--- src/rtl/vrp_ingress_buf_pkg.sv ---
// Shared helpers for the ingress buffer bank: the occupancy counter width
// and an elaboration-time parameter legality check.
package vrp_pkg;

  function automatic int cnt_w(input int depth);
    return $clog2(depth + 1);
  endfunction

  function automatic bit is_pow2(input int v);
    return (v >= 1) && ((v & (v - 1)) == 0);
  endfunction

  function automatic bit params_legal(input int depth, input int afull_th);
    return is_pow2(depth) && (depth >= 2) && (afull_th >= 1) && (afull_th <= depth);
  endfunction

endpackage

--- src/rtl/vrp_ingress_buf_if.sv ---
// Requester-side push and arbiter-side pop bundle for the ingress buffer bank.
interface vrp_ingress_buf_if
  import vrp_pkg::*;
#(
  parameter int WIDTH     = 4,
  parameter int PLD_WIDTH = 32,
  parameter int DEPTH     = 4
);
  localparam int CNT_W = cnt_w(DEPTH);

  logic [WIDTH-1:0]     v_vld_in;
  logic [WIDTH-1:0]     v_rdy_in;
  logic [PLD_WIDTH-1:0] v_pld_in  [WIDTH];
  logic [WIDTH-1:0]     v_vld_out;
  logic [WIDTH-1:0]     v_rdy_out;
  logic [PLD_WIDTH-1:0] v_pld_out [WIDTH];
  logic [WIDTH-1:0]     v_afull;
  logic [CNT_W-1:0]     v_cnt     [WIDTH];

  modport master (
    output v_vld_in, v_pld_in, v_rdy_out,
    input  v_rdy_in, v_vld_out, v_pld_out, v_afull, v_cnt
  );

  modport slave (
    input  v_vld_in, v_pld_in, v_rdy_out,
    output v_rdy_in, v_vld_out, v_pld_out, v_afull, v_cnt
  );
endinterface

--- src/rtl/vrp_ingress_buf_fifo.sv ---
// Single-channel synchronous FIFO with flush, occupancy count and almost-full.
// The count register alone decides full/empty; the head is read from storage only.
module vrp_sync_fifo
  import vrp_pkg::*;
#(
  parameter int PLD_WIDTH = 32,
  parameter int DEPTH     = 4,
  parameter int AFULL_TH  = 3,
  localparam int CNT_W    = cnt_w(DEPTH),
  localparam int PTR_W    = $clog2(DEPTH)
) (
  input  logic                 clk,
  input  logic                 rst_n,
  input  logic                 flush_i,
  input  logic                 push_vld_i,
  output logic                 push_rdy_o,
  input  logic [PLD_WIDTH-1:0] push_pld_i,
  output logic                 pop_vld_o,
  input  logic                 pop_rdy_i,
  output logic [PLD_WIDTH-1:0] pop_pld_o,
  output logic                 afull_o,
  output logic [CNT_W-1:0]     cnt_o
);

  if (!params_legal(DEPTH, AFULL_TH)) begin : g_param_err
    $error("vrp_sync_fifo: DEPTH must be a power of two >= 2 and 1 <= AFULL_TH <= DEPTH");
  end

  logic [PLD_WIDTH-1:0] mem_q [DEPTH];
  logic [PTR_W-1:0]     wr_ptr_q, wr_ptr_d;
  logic [PTR_W-1:0]     rd_ptr_q, rd_ptr_d;
  logic [CNT_W-1:0]     cnt_q, cnt_d;
  logic                 full, empty, push, pop;

  assign full       = (cnt_q == CNT_W'(DEPTH));
  assign empty      = (cnt_q == '0);
  assign push_rdy_o = ~full & ~flush_i;
  assign pop_vld_o  = ~empty;
  assign push       = push_vld_i & push_rdy_o;
  assign pop        = pop_vld_o & pop_rdy_i;
  assign pop_pld_o  = mem_q[rd_ptr_q];
  assign afull_o    = (cnt_q >= CNT_W'(AFULL_TH));
  assign cnt_o      = cnt_q;

  always_comb begin
    wr_ptr_d = wr_ptr_q;
    rd_ptr_d = rd_ptr_q;
    cnt_d    = cnt_q;
    if (flush_i) begin
      // pops in a flush cycle are dropped together with the contents
      wr_ptr_d = '0;
      rd_ptr_d = '0;
      cnt_d    = '0;
    end else begin
      if (push) wr_ptr_d = wr_ptr_q + PTR_W'(1);
      if (pop)  rd_ptr_d = rd_ptr_q + PTR_W'(1);
      case ({push, pop})
        2'b10:   cnt_d = cnt_q + CNT_W'(1);
        2'b01:   cnt_d = cnt_q - CNT_W'(1);
        default: cnt_d = cnt_q;
      endcase
    end
  end

  always_ff @(posedge clk or negedge rst_n) begin
    if (!rst_n) begin
      wr_ptr_q <= '0;
      rd_ptr_q <= '0;
      cnt_q    <= '0;
      for (int k = 0; k < DEPTH; k++) mem_q[k] <= '0;
    end else begin
      wr_ptr_q <= wr_ptr_d;
      rd_ptr_q <= rd_ptr_d;
      cnt_q    <= cnt_d;
      if (push) mem_q[wr_ptr_q] <= push_pld_i;
    end
  end

  a_no_push_full: assert property (@(posedge clk) disable iff (!rst_n)
    !(push && (cnt_q == CNT_W'(DEPTH))));
  a_no_pop_empty: assert property (@(posedge clk) disable iff (!rst_n)
    !(pop && (cnt_q == '0)));
  a_cnt_range: assert property (@(posedge clk) disable iff (!rst_n)
    cnt_q <= CNT_W'(DEPTH));

endmodule

--- src/rtl/vrp_ingress_buf.sv ---
// Per-requester ingress buffer bank feeding the valid/ready arbiter.
// One independent FIFO per channel; this level only fans the arrays out and back.
module vrp_ingress_buf
  import vrp_pkg::*;
#(
  parameter int WIDTH     = 4,
  parameter int PLD_WIDTH = 32,
  parameter int DEPTH     = 4,
  parameter int AFULL_TH  = 3
) (
  input  logic              clk,
  input  logic              rst_n,
  input  logic              flush,
  vrp_ingress_buf_if.slave  bus
);

  for (genvar i = 0; i < WIDTH; i++) begin : g_ch
    vrp_sync_fifo #(
      .PLD_WIDTH (PLD_WIDTH),
      .DEPTH     (DEPTH),
      .AFULL_TH  (AFULL_TH)
    ) u_fifo (
      .clk        (clk),
      .rst_n      (rst_n),
      .flush_i    (flush),
      .push_vld_i (bus.v_vld_in[i]),
      .push_rdy_o (bus.v_rdy_in[i]),
      .push_pld_i (bus.v_pld_in[i]),
      .pop_vld_o  (bus.v_vld_out[i]),
      .pop_rdy_i  (bus.v_rdy_out[i]),
      .pop_pld_o  (bus.v_pld_out[i]),
      .afull_o    (bus.v_afull[i]),
      .cnt_o      (bus.v_cnt[i])
    );
  end

endmodule

--- src/flat_wrapper.sv ---
// flat-port wrapper written by rule: the top's interface ports become plain ports
module vrp_ingress_buf_flat import vrp_pkg::*;
#(
  parameter int WIDTH     = 4,
  parameter int PLD_WIDTH = 32,
  parameter int DEPTH     = 4,
  parameter int AFULL_TH  = 3
)
  (clk, rst_n, flush, bus_v_vld_in, bus_v_pld_in, bus_v_rdy_out, bus_v_rdy_in, bus_v_vld_out, bus_v_pld_out, bus_v_afull, bus_v_cnt);
  vrp_ingress_buf_if #(.WIDTH(WIDTH), .PLD_WIDTH(PLD_WIDTH), .DEPTH(DEPTH)) bus_i ();
  input  logic clk;
  input  logic rst_n;
  input  logic flush;
  input wire logic [$bits(bus_i.v_vld_in)-1:0] bus_v_vld_in;
  input wire logic [$bits(bus_i.v_pld_in)-1:0] bus_v_pld_in;
  input wire logic [$bits(bus_i.v_rdy_out)-1:0] bus_v_rdy_out;
  output wire logic [$bits(bus_i.v_rdy_in)-1:0] bus_v_rdy_in;
  output wire logic [$bits(bus_i.v_vld_out)-1:0] bus_v_vld_out;
  output wire logic [$bits(bus_i.v_pld_out)-1:0] bus_v_pld_out;
  output wire logic [$bits(bus_i.v_afull)-1:0] bus_v_afull;
  output wire logic [$bits(bus_i.v_cnt)-1:0] bus_v_cnt;
  assign bus_i.v_vld_in = bus_v_vld_in;
  assign bus_i.v_pld_in = {>>{bus_v_pld_in}};
  assign bus_i.v_rdy_out = bus_v_rdy_out;
  assign bus_v_rdy_in = bus_i.v_rdy_in;
  assign bus_v_vld_out = bus_i.v_vld_out;
  assign bus_v_pld_out = {>>{bus_i.v_pld_out}};
  assign bus_v_afull = bus_i.v_afull;
  assign bus_v_cnt = {>>{bus_i.v_cnt}};
  vrp_ingress_buf #(.WIDTH(WIDTH), .PLD_WIDTH(PLD_WIDTH), .DEPTH(DEPTH), .AFULL_TH(AFULL_TH)) u_core (.clk(clk), .rst_n(rst_n), .flush(flush), .bus(bus_i));
endmodule
--- config.mk ---
export PLATFORM = sky130hd
export DESIGN_NAME = vrp_ingress_buf_flat
export DESIGN_NICKNAME = d
export VERILOG_FILES = /design/src/rtl/vrp_ingress_buf_pkg.sv /design/src/rtl/vrp_ingress_buf_if.sv /design/src/rtl/vrp_ingress_buf_fifo.sv /design/src/rtl/vrp_ingress_buf.sv /design/src/flat_wrapper.sv
export SDC_FILE = /design/constraint.sdc
export NUM_CORES = 1
export LEC_CHECK = 0
export CORE_MARGIN = 2
export CORE_UTILIZATION = 57
export DETAILED_ROUTE_END_ITERATION = 16
export PLACE_DENSITY = 0.79
export SLEW_MARGIN = 15
export SYNTH_ARGS = -nofsm -noshare
export SYNTH_HDL_FRONTEND = slang
export SYNTH_SLANG_ARGS = --single-unit
--- constraint.sdc ---
create_clock -name clk -period 3.6 [get_ports clk]
set_clock_uncertainty 0.05 [all_clocks]
set_input_delay 0.72 -clock clk [delete_from_list [all_inputs] [get_ports clk]]
set_output_delay 0.72 -clock clk [all_outputs]
set_load 0.01 [all_outputs]
Word level (Yosys, flattened, before mapping)
Cells that the tools add are included.
{"block": "op_classes", "addsub": 16, "n_mul": 0, "div": 0, "magnitude_cmp": 16, "n_eq_ne": 12, "n_shift": 0, "mux": 48, "bitwise_logic": 29, "reduce_logical": 20}
{"cell": "bitwise mux 128 bit", "count": 4}
{"cell": "two-way mux 32 bit", "count": 12}
{"cell": "binary-select mux 32 bit (select 2 bit)", "count": 4}
{"cell": "demux 32 bit (select 2 bit)", "count": 4}
{"cell": "two-way mux 2 bit", "count": 16}
{"cell": "greater-or-equal comparator 3 bit, second input constant", "count": 8}
{"cell": "NOT 2 -> 3 bit", "count": 8}
{"cell": "one-hot mux 3 bit (2 select lines)", "count": 4}
{"cell": "adder 2 x 1 -> 2 bit, second input constant", "count": 8}
{"cell": "nonzero test 2 bit", "count": 8}
{"cell": "adder 3 x 1 -> 3 bit, second input constant", "count": 4}
{"cell": "AND 1 bit", "count": 12}
{"cell": "equality test 3 bit, second input constant", "count": 4}
{"cell": "greater-or-equal comparator 3 x 2 -> 1 bit, second input constant", "count": 4}
{"cell": "zero test 3 bit", "count": 4}
{"cell": "< comparator 3 x 1 -> 1 bit, second input constant", "count": 4}
{"cell": "two-way mux 3 bit", "count": 4}
{"cell": "nonzero test 3 bit", "count": 4}
{"cell": "subtractor 3 x 1 -> 3 bit, second input constant", "count": 4}
{"cell": "NOT 1 bit", "count": 9}
{"cell": "equality test 2 x 1 -> 1 bit, second input constant", "count": 4}
{"cell": "equality test 2 bit, second input constant", "count": 4}
{"cell": "logical AND 1 bit", "count": 4}
{"block": "totals", "ff_bits": 540, "latch_bits": 0, "ram_bits": 0, "romBits": 0, "inputBits": 139, "out_inout_bits": 152, "word_cells": 169, "mem_count": 0}

Depth between registers and ports, before layout
Gate-level depths: netlist (run 1).
{"block": "logic_depth", "word_depth": 7, "depth_mapped": 8, "ltp_nobuf": 7}

Cells and area by module
Synthesis (run 1) repeated with hierarchy kept, for this count alone.
{"block": "unflattened", "hier_cells": 1440, "area_unflattened_um2": 24758.7}
{"module": "vrp_sync_fifo", "instances": 4, "cells_per_inst": 360, "area_per_inst_um2": 6189.7, "seq_area_each_um2": 3378.2}

Worst setup path after synthesis (run 1)
No wires, ideal clock.
{"block": "synth_timing", "path_kind": "input to output", "startpoint": "input port flush", "endpoint": "output port bus_v_rdy_in[0]", "t_arrival_ps": 1690, "required_time_ps": 2830, "setup_slack_ps": 1140, "cell_stages": 5, "n_path_buf": 4, "path_cell_list": "clkbuf_1 > clkbuf_1 > clkbuf_1 > nor2b_1 > buf_4"}
{"block": "synth_between", "elab_chain_cells": 2}
{"element": "start, declared", "line": "flat_wrapper.sv:13", "source": "input logic flush;"}
{"element": "NOT 1 bit", "line": "vrp_ingress_buf_fifo.sv:37", "source": "assign push_rdy_o = ~full & ~flush_i;"}
{"element": "AND 1 bit", "line": "vrp_ingress_buf_fifo.sv:37"}
{"element": "end, declared", "line": "flat_wrapper.sv:17", "source": "output wire logic [$bits(bus_i.v_rdy_in)-1:0] bus_v_rdy_in;"}
Every way passes these cells.

Worst setup path in the final report (run 1)
{"block": "layout_timing", "startpoint": "register u_core.g_ch[2].u_fifo.rd_ptr_q[0]", "endpoint": "output port bus_v_pld_out[55]"}
{"block": "layout_between", "elab_chain_cells": 4}
{"element": "start, declared", "line": "vrp_ingress_buf_fifo.sv:31", "source": "logic [PTR_W-1:0] rd_ptr_q, rd_ptr_d;"}
{"element": "start signal, assigned", "line": "vrp_ingress_buf_fifo.sv:73", "source": "rd_ptr_q <= rd_ptr_d;"}
{"element": "NOT 2 -> 3 bit (not written as such)", "line": "vrp_ingress_buf_fifo.sv:41", "source": "assign pop_pld_o = mem_q[rd_ptr_q];"}
{"element": "binary-select mux 32 bit (select 2 bit)", "line": "vrp_ingress_buf_fifo.sv:41"}
{"element": "two-way mux 32 bit (not written as such) (2 in series)", "line": "vrp_ingress_buf_fifo.sv:41"}
{"element": "end, declared", "line": "flat_wrapper.sv:19", "source": "output wire logic [$bits(bus_i.v_pld_out)-1:0] bus_v_pld_out;"}
Every way passes these cells. The select of a mux whose other input is x is not followed.

==> metrics.md, run 1 <==
| Metric | Value |
|---|---|
| Total Neg Setup Slack | 0 ps |
| Fin crit period | 3350 ps |
| Status | finished, final reports clean |
| RePlAce Congestion | approximately 0.76 |
| First-pass GRT wire length | approximately 87000 um |
| Syn Area/Cell | 17.90 um^2 |
| Hpwl dp | 33650 um |
| Share of cells above drive strength 1 | between 40 and 50% |
| GRT overflow | 0 |
| Synth area leader | dfrtp_1 |
| Share of the synthesized area in the top cell type | 51.91% |
| Die footprint | 47400 um^2 |
| Residual DRC | 0 |
| Sequential share of power | 38.6% |
| Pin count of the biggest net entering global routing | 99 |
| Simple-Gate Fraction of Synth Area | 2.841% |
| Synth Area in Compound Gates | 0.6056% |
| Vias in the first global route | 15.28k |
| Setup repair bufs after CTS | 0 |
| Final total power | approximately 28000 uW |
| Arrival @ worst endpoint | 2580 ps |
| Largest family of logic cells by synthesized area | multiplexers |
| Number of placed cells counting well taps | 2276 |
| Clk sink count | 540 |
| Final Hold Slack | 103.4 ps |
| CP Capture Type | output port |
| Top_reg_cell synth | dfrtp_1 |
| Yosys warning total | 0 |
| Async set-reset flop share out of synthesis | 100.0% |
| CP Launch Point | u_core.g_ch[2].u_fifo.rd_ptr_q[0]$_DFFE_PN0P_ |
| Die Height | 217.7 um |
| Port Buf Inserts | 290 |
| CTS tree | built |
| Fmax achieved | 298.5 MHz |
| Drt total wl | 53940 um |
| Nets | 1893 |
| Pre-CTS WS | 623.6 ps |
| Hold buffers post-CTS | 0 |
| Worst r2r src | u_core.g_ch[0].u_fifo.cnt_o[2]$_DFFE_PN0P_ |
| Combinational power share | 39.6% |
| Commonest non-fill, non-tap cell in the layout | dfrtp_1 |
| Core Area | 45190 um^2 |
| Reg2Reg Depth | 6 |
| Final Non-Filler Cells | between 2k and 2.5k |
| Switching share of total power | 28.24% |
| FF+latch count, synth | 540 |
| Worst-Skew Late Latency | 610 ps |
| Number of fill cells | 2944 |
| CP required | 2830 ps |
| Rel. slew slack | 40.13% |
| Switching pwr | around 8000 uW |
| Critical Path Start Type | register |
| RSZ-0062 raised after global routing | false |
| Final ANT Viol Nets | 0 |
| Synth-to-layout area growth | 18.84% |
| Fin crit share | around 93% |
| Clock Tree Buf Depth | 3 |
| Crit path max fanout | 13 |
| Worst-Margin Slew | roughly 900 ps |
| XOR/XNOR share of the synthesized area | 0.4662% |
| Mux cell area share after synthesis | 38.54% |
| GRT Total Usage | between 20% and 30% |
| Vias | 13.59k |
| Top post-synthesis cells by area | dfrtp_1, mux2_4, mux4_2 |
| Reg2reg end | u_core.g_ch[0].u_fifo.cnt_o[2]$_DFFE_PN0P_ |
| Leakage | between 0.01 and 0.015 uW |
| First-pass iteration count of the detailed router | 6 |
| Clock transition at path regs | 60 ps |
| H-tree levels | 2 |
| Slew Viols, Final | 0 |
| Initial core utilization | 57.61% |
| Final hold violations | 0 |
| Number of cells upsized or downsized after cts | 0 |
| Routed WL per cell | around 23 um |
| Root Buffer Master | clkbuf_16 |
| Yosys cell types | 48 |
| Chip width | ~220 um |
| CTS buffer count | 56 |
| I/O pins | between 200 and 300 |
| Most frequent cells in the layout | dfrtp_1, mux2_4, clkdlybuf4s50_1, mux2_2, mux4_2 |
| DRT iter0 DRCs | 635 |
| Synthesized cell area | 26030 um^2 |
| Max Cap Viol | 0 |
| Detail-routed via count per cell | 5.704 |
| Synth Net Count | around 1.6k |
| R2r setup slk | between 1000 and 1500 ps |
| Setup Viol. Count Final | 0 |
| Synth Instances | around 1.5k |
| Clock power share | approximately 22% |
| Critical path class | reg2out |
| Worst vdd ir | 0.5920 mV |
| Post-synth EDFFs | 0 |
| P_int | approximately 20000 uW |
| Row cnt | 78 |
| Sequential element share of the synthesized area | 51.91% |
| HP Class | in2async |
| Pwr dens | 905.2 nW/um^2 |
| Initial antenna violation count | 5 |
| Setup ws final | 249.7 ps |
| Adder-cell share of the synthesized area | 1.077% |
cell type report:
| class | count | area, um^2 | area share, % |
|---|---|---|---|
| multi-input combinational | 803 | 11330 | 36.63 |
| inverter | 8 | 30.03 | 0.09706 |
| clock buffer | 74 | 1580 | 5.108 |
| antenna | 4 | 10.01 | 0.03235 |
| timing repair buffer | 325 | 3353 | 10.84 |
| sequential | 540 | 13520 | 43.69 |
| tap | 600 | 750.7 | 2.427 |
| clock inverter | 29 | 364.1 | 1.177 |
synthesized netlist by cell type, types with 5 or more instances:
cell        n
xor2_1      7
nor2_1     18
mux4_2    128
mux2i_1     7
xnor2_1     5
inv_1       8
buf_4      15
buf_2      13
buf_12     37
nand2_1     9
nand2b_1    8
nor2b_1    13
clkbuf_1   25
buf_6      13
dfrtp_1   540
o31ai_1     7
mux2_1     12
mux2_2    162
ha_1       16
nand2_8     9
mux2_4    341
nand3_1     5
worst max-delay path, cell delays in order, from the launching register on:
cell	delay (ps)
dfrtp_2	630
buf_4	310
mux4_2	530
clkdlybuf4s50_1	510
sequential cells by signal, summed over array words and instances (netlist names):
register and cells:
u_core.g_ch.u_fifo.wr_ptr_q 8, u_core.g_ch.u_fifo.cnt_o 12, u_core.g_ch.u_fifo.mem_q 512, u_core.g_ch.u_fifo.rd_ptr_q 8
worst max-delay path by stage:
stage / endpoint / slack (ps) / cells after the start
after floorplan: bus_v_rdy_in[0] / 1140 / 5
after global placement: u_core.g_ch[2].u_fifo.cnt_o[2]$_DFFE_PN0P_ / 620 / 8
after detailed placement: u_core.g_ch[2].u_fifo.cnt_o[2]$_DFFE_PN0P_ / 620 / 8
after CTS: bus_v_pld_out[55] / 130 / 3
after global routing: bus_v_pld_out[57] / 90 / 3
final: bus_v_pld_out[55] / 250 / 3
through the flow:
step                      instance area, um^2  util (%)
after floorplan                         26030         -
after global placement                  28980     64.14
after detailed placement                28980     64.14
after CTS                               30930     68.44
after global routing                    30930     68.46
final                                   30940     68.47
layer usage:
metal	wire, um	up-vias	part of all wire (%)	track usage (%)
met4	1201	2	2.2	6.781
met5	16	-	0.030	0
met3	3356	86	6.2	6.541
met2	26050	280	48	37.09
li1	-	5912	-	-
met1	23320	7312	43	32.23
power by group through the flow:
stage	logic [uW]	clock network (uW)	registers (uW)
after floorplan	7650	0	10200
after global placement	10900	0	10600
after detailed placement	11200	0	10800
after CTS	11200	6230	10800
after global routing	11800	6490	11100
final	11100	6100	10800
cell families after synthesis:
family / Yosys count
muxes: 650
DFF: 540
buffers and inverters: 111
and+or+nand+nor: 99
AOI/OAI and AO/OA: 21
adders and majority gates: 20
xor gates and xnor gates: 13
Note: power is estimated with default switching activity, not from simulation.
==> inputs of run 2 (changes only) <==
--- a/config.mk
+++ b/config.mk
@@ -6,9 +6,9 @@
 export NUM_CORES = 1
 export LEC_CHECK = 0
 export CORE_MARGIN = 2
-export CORE_UTILIZATION = 57
+export CORE_UTILIZATION = 35
 export DETAILED_ROUTE_END_ITERATION = 16
-export PLACE_DENSITY = 0.79
+export PLACE_DENSITY = 0.52
 export SLEW_MARGIN = 15
 export SYNTH_ARGS = -nofsm -noshare
 export SYNTH_HDL_FRONTEND = slang
==> run 2 against run 1 <==
Net effect:
- sequential share of layout area fell by 0.87 points
- first-iteration DRC count down 13%
- via count is 0.18% higher
- final cell count is 16% higher
- register-to-register slack hardly changed
- hold slack lost 74 ps
- global-route usage down 7.6 points
- maximum frequency grew 1.5%
- flip-flop and latch count stayed put
- combinational power about the same
- critical path depth unchanged
==> metrics.md, run 2 (same netlist as run 1, synthesis figures left out) <==
| Metric | Value |
|---|---|
| Status | finished, final reports clean |
| Number of flip-flops under the largest register name | 512 (unchanged) |
| Most frequent cells in the layout | dfrtp_1, mux2_4, clkdlybuf4s50_1, mux2_2, mux4_2 |
| Fmax achieved | 303.1 MHz (+1.5%) |
| CP Cell Sequence | buf_12, mux4_2, clkdlybuf4s50_1 |
| Reg2Reg Depth | 6 (unchanged) |
| H-tree levels | 2 (unchanged) |
| Setup repair bufs after CTS | 0 (unchanged) |
| Row cnt | 100 (+28%) |
| Vias in the first global route | 15.42k (+0.88%) |
| Total Neg Setup Slack | 0 ps (unchanged) |
| GRT overflow | 0 (unchanged) |
| Pwr dens | 898.3 nW/um^2 (-0.75%) |
| Register area | 13520 um^2 (unchanged) |
| Clock Tree Buf Depth | 3 (unchanged) |
| Leakage | 0.01423 uW (+0.58%) |
| Final hold violations | 0 (unchanged) |
| Pin count of the biggest net entering global routing | 75 (-24%) |
| Worst-Skew Late Latency | 620 ps (about the same) |
| I/O pins | 291 (unchanged) |
| Final total power | 28360 uW (+1.3%) |
| Hpwl dp | 37010 um (+10%) |
| Worst r2r src | u_core.g_ch[0].u_fifo.cnt_o[0]$_DFFE_PN0P_ |
| Initial core utilization | 35.15% (-22 points) |
| Rel. slew slack | 52.93% (+13 points) |
| HP Class | in2async |
| Hold buffers post-CTS | 0 (unchanged) |
| Placed cell area | 29460 um^2 (+1.7%) |
| Chip width | 276.7 um (+27%) |
| Critical-path top delay cell | dfrtp_2 |
| CP Launch Point | u_core.g_ch[1].u_fifo.rd_ptr_q[0]$_DFFE_PN0P_ |
| Initial antenna violation count | 13 (+8) |
| CP Capture Type | output port |
| Clock transition at path regs | 60 ps (about the same) |
| RePlAce Congestion | 0.7445 (-1.9%) |
| Setup ws final | 300.6 ps (+50.95 ps) |
| Number of cells upsized or downsized after cts | 0 (unchanged) |
| Drt total wl | 60110 um (+11%) |
| CTS buffer count | 61 (+8.9%) |
| Critical Path Start Type | register |
| Root Buffer Master | clkbuf_16 |
| RSZ-0062 raised after global routing | false |
| GRT Total Usage | 15.98% (-7.6 points) |
| Final Instance Area | 31570 um^2 (+2.0%) |
| Share of cells above drive strength 1 | 44.92% (+0.12 points) |
| Setup Viol. Count Final | 0 (unchanged) |
| Max Cap Viol | 0 (unchanged) |
| Critical path class | reg2out |
| Residual DRC | 0 (unchanged) |
| Area of the multi-input gates | 11330 um^2 (unchanged) |
| CTS tree | built |
| Most flops, register | u_core.g_ch.u_fifo.mem_q |
| Routed WL per cell | 21.73 um (-4.0%) |
| Final ANT Viol Nets | 0 (unchanged) |
| Nets | 1899 (+0.32%) |
| Vias | 13.62k (+0.18%) |
| First-pass iteration count of the detailed router | 4 (-2) |
| Clk sink count | 540 (unchanged) |
| Synth-to-layout area growth | 21.25% |
| Commonest non-fill, non-tap cell in the layout | dfrtp_1 |
| Fin crit share | 91.65% (-1.4 points) |
| First-pass GRT wire length | 95850 um (+9.7%) |
| Number of fill cells | 6608 (+120%) |
| Pre-CTS WS | 459.3 ps (-164.4 ps) |
| Fin crit period | 3299 ps (-50.95 ps) |
| Detail-routed via count per cell | 4.923 (-14%) |
| Reg2reg end | u_core.g_ch[0].u_fifo.cnt_o[2]$_DFFE_PN0P_ |
| DRT iter0 DRCs | 554 (-13%) |
| Crit path max fanout | 15 (+2) |
| Slew Viols, Final | 0 (unchanged) |
| CP required | 2830 ps (about the same) |
| Die Height | 276.7 um (+27%) |
| Core Area | 74070 um^2 (+64%) |
| Port Buf Inserts | 290 (unchanged) |
| Worst-Margin Slew | 706.0 ps (-192.0 ps) |
| Arrival @ worst endpoint | 2530 ps (-50 ps) |
| Die footprint | 76580 um^2 (+62%) |
| Worst vdd ir | 0.3944 mV (-33%) |
| R2r setup slk | 1180 ps (about the same) |
| Worst stage delay on the critical path | 590 ps (-40 ps) |
run 2: cell types whose count changed in the layout (fill, tap and decap cells not counted):
cell        change
clkbuf_8        +9
buf_12          +1
clkinv_2        -3
diode_2         +3
clkinvlp_4      -2
clkbuf_16       +6
clkbuf_1        +4
inv_6           -1
clkinv_4        +1
bufinv_16       -4
run 2: per-layer routing:
metal  part of all wire, %  GRT usage, %  vias up
met4                   2.1         4.431       16
li1                      -             -     5946
met3                   5.8         4.176      103
met2                    48         25.71      268
met1                    44         21.39     7283
met5                  0.18             0        -
run 2: layout make-up:
class,count,share of cell area (%)
well taps,969,3.841
diodes,7,0.05549
inverters,8,0.09513
clock inverters,20,0.6778
multi-input cells,803,35.90
repair buffers,326,10.69
clock buffers,93,5.922
flip-flops and latches,540,42.83
run 2: worst max-delay path by stage:
stage | cells after the start | end | slack [ps]
2_1_floorplan | 5 | bus_v_rdy_in[0] | 1140
3_3_place_gp | 8 | u_core.g_ch[2].u_fifo.cnt_o[2]$_DFFE_PN0P_ | 490
3_5_place_dp | 8 | u_core.g_ch[2].u_fifo.cnt_o[2]$_DFFE_PN0P_ | 460
4_1_cts | 3 | bus_v_pld_out[65] | 200
5_1_grt | 3 | bus_v_pld_out[65] | 170
6_report | 3 | bus_v_pld_out[65] | 300
run 2: worst max-delay path, delay by kind of cell, from the launching register on:
family | cells | cell delay [ps]
buffers and inverters | 2 | 780
multiplexers | 1 | 530
flip-flops | 1 | 590
run 2: stage by stage:
step / hold slack, ps / utilization [%] / std cells
final: 29.65 / 42.61 / 2766
after global routing: 53.07 / 42.60 / 2763
after CTS: 37.03 / 42.59 / 2759
after detailed placement: 430.9 / 39.78 / 2646
after global placement: 418.3 / 39.78 / 2646
after floorplan: 374.4 / - / 1454
run 2: power by group:
group / internal, uW / switching, uW
registers: 9040 / 1700
clock network: 3840 / 2600
logic: 7420 / 3760
==> inputs of run 3 (changes only) <==
--- a/config.mk
+++ b/config.mk
@@ -5,6 +5,7 @@
 export SDC_FILE = /design/constraint.sdc
 export NUM_CORES = 1
 export LEC_CHECK = 0
+export ABC_AREA = 0
 export CORE_MARGIN = 2
 export CORE_UTILIZATION = 35
 export DETAILED_ROUTE_END_ITERATION = 16
==> results of run 3 <==
The final DEF is identical to that of run 2; final timing and power are the same.
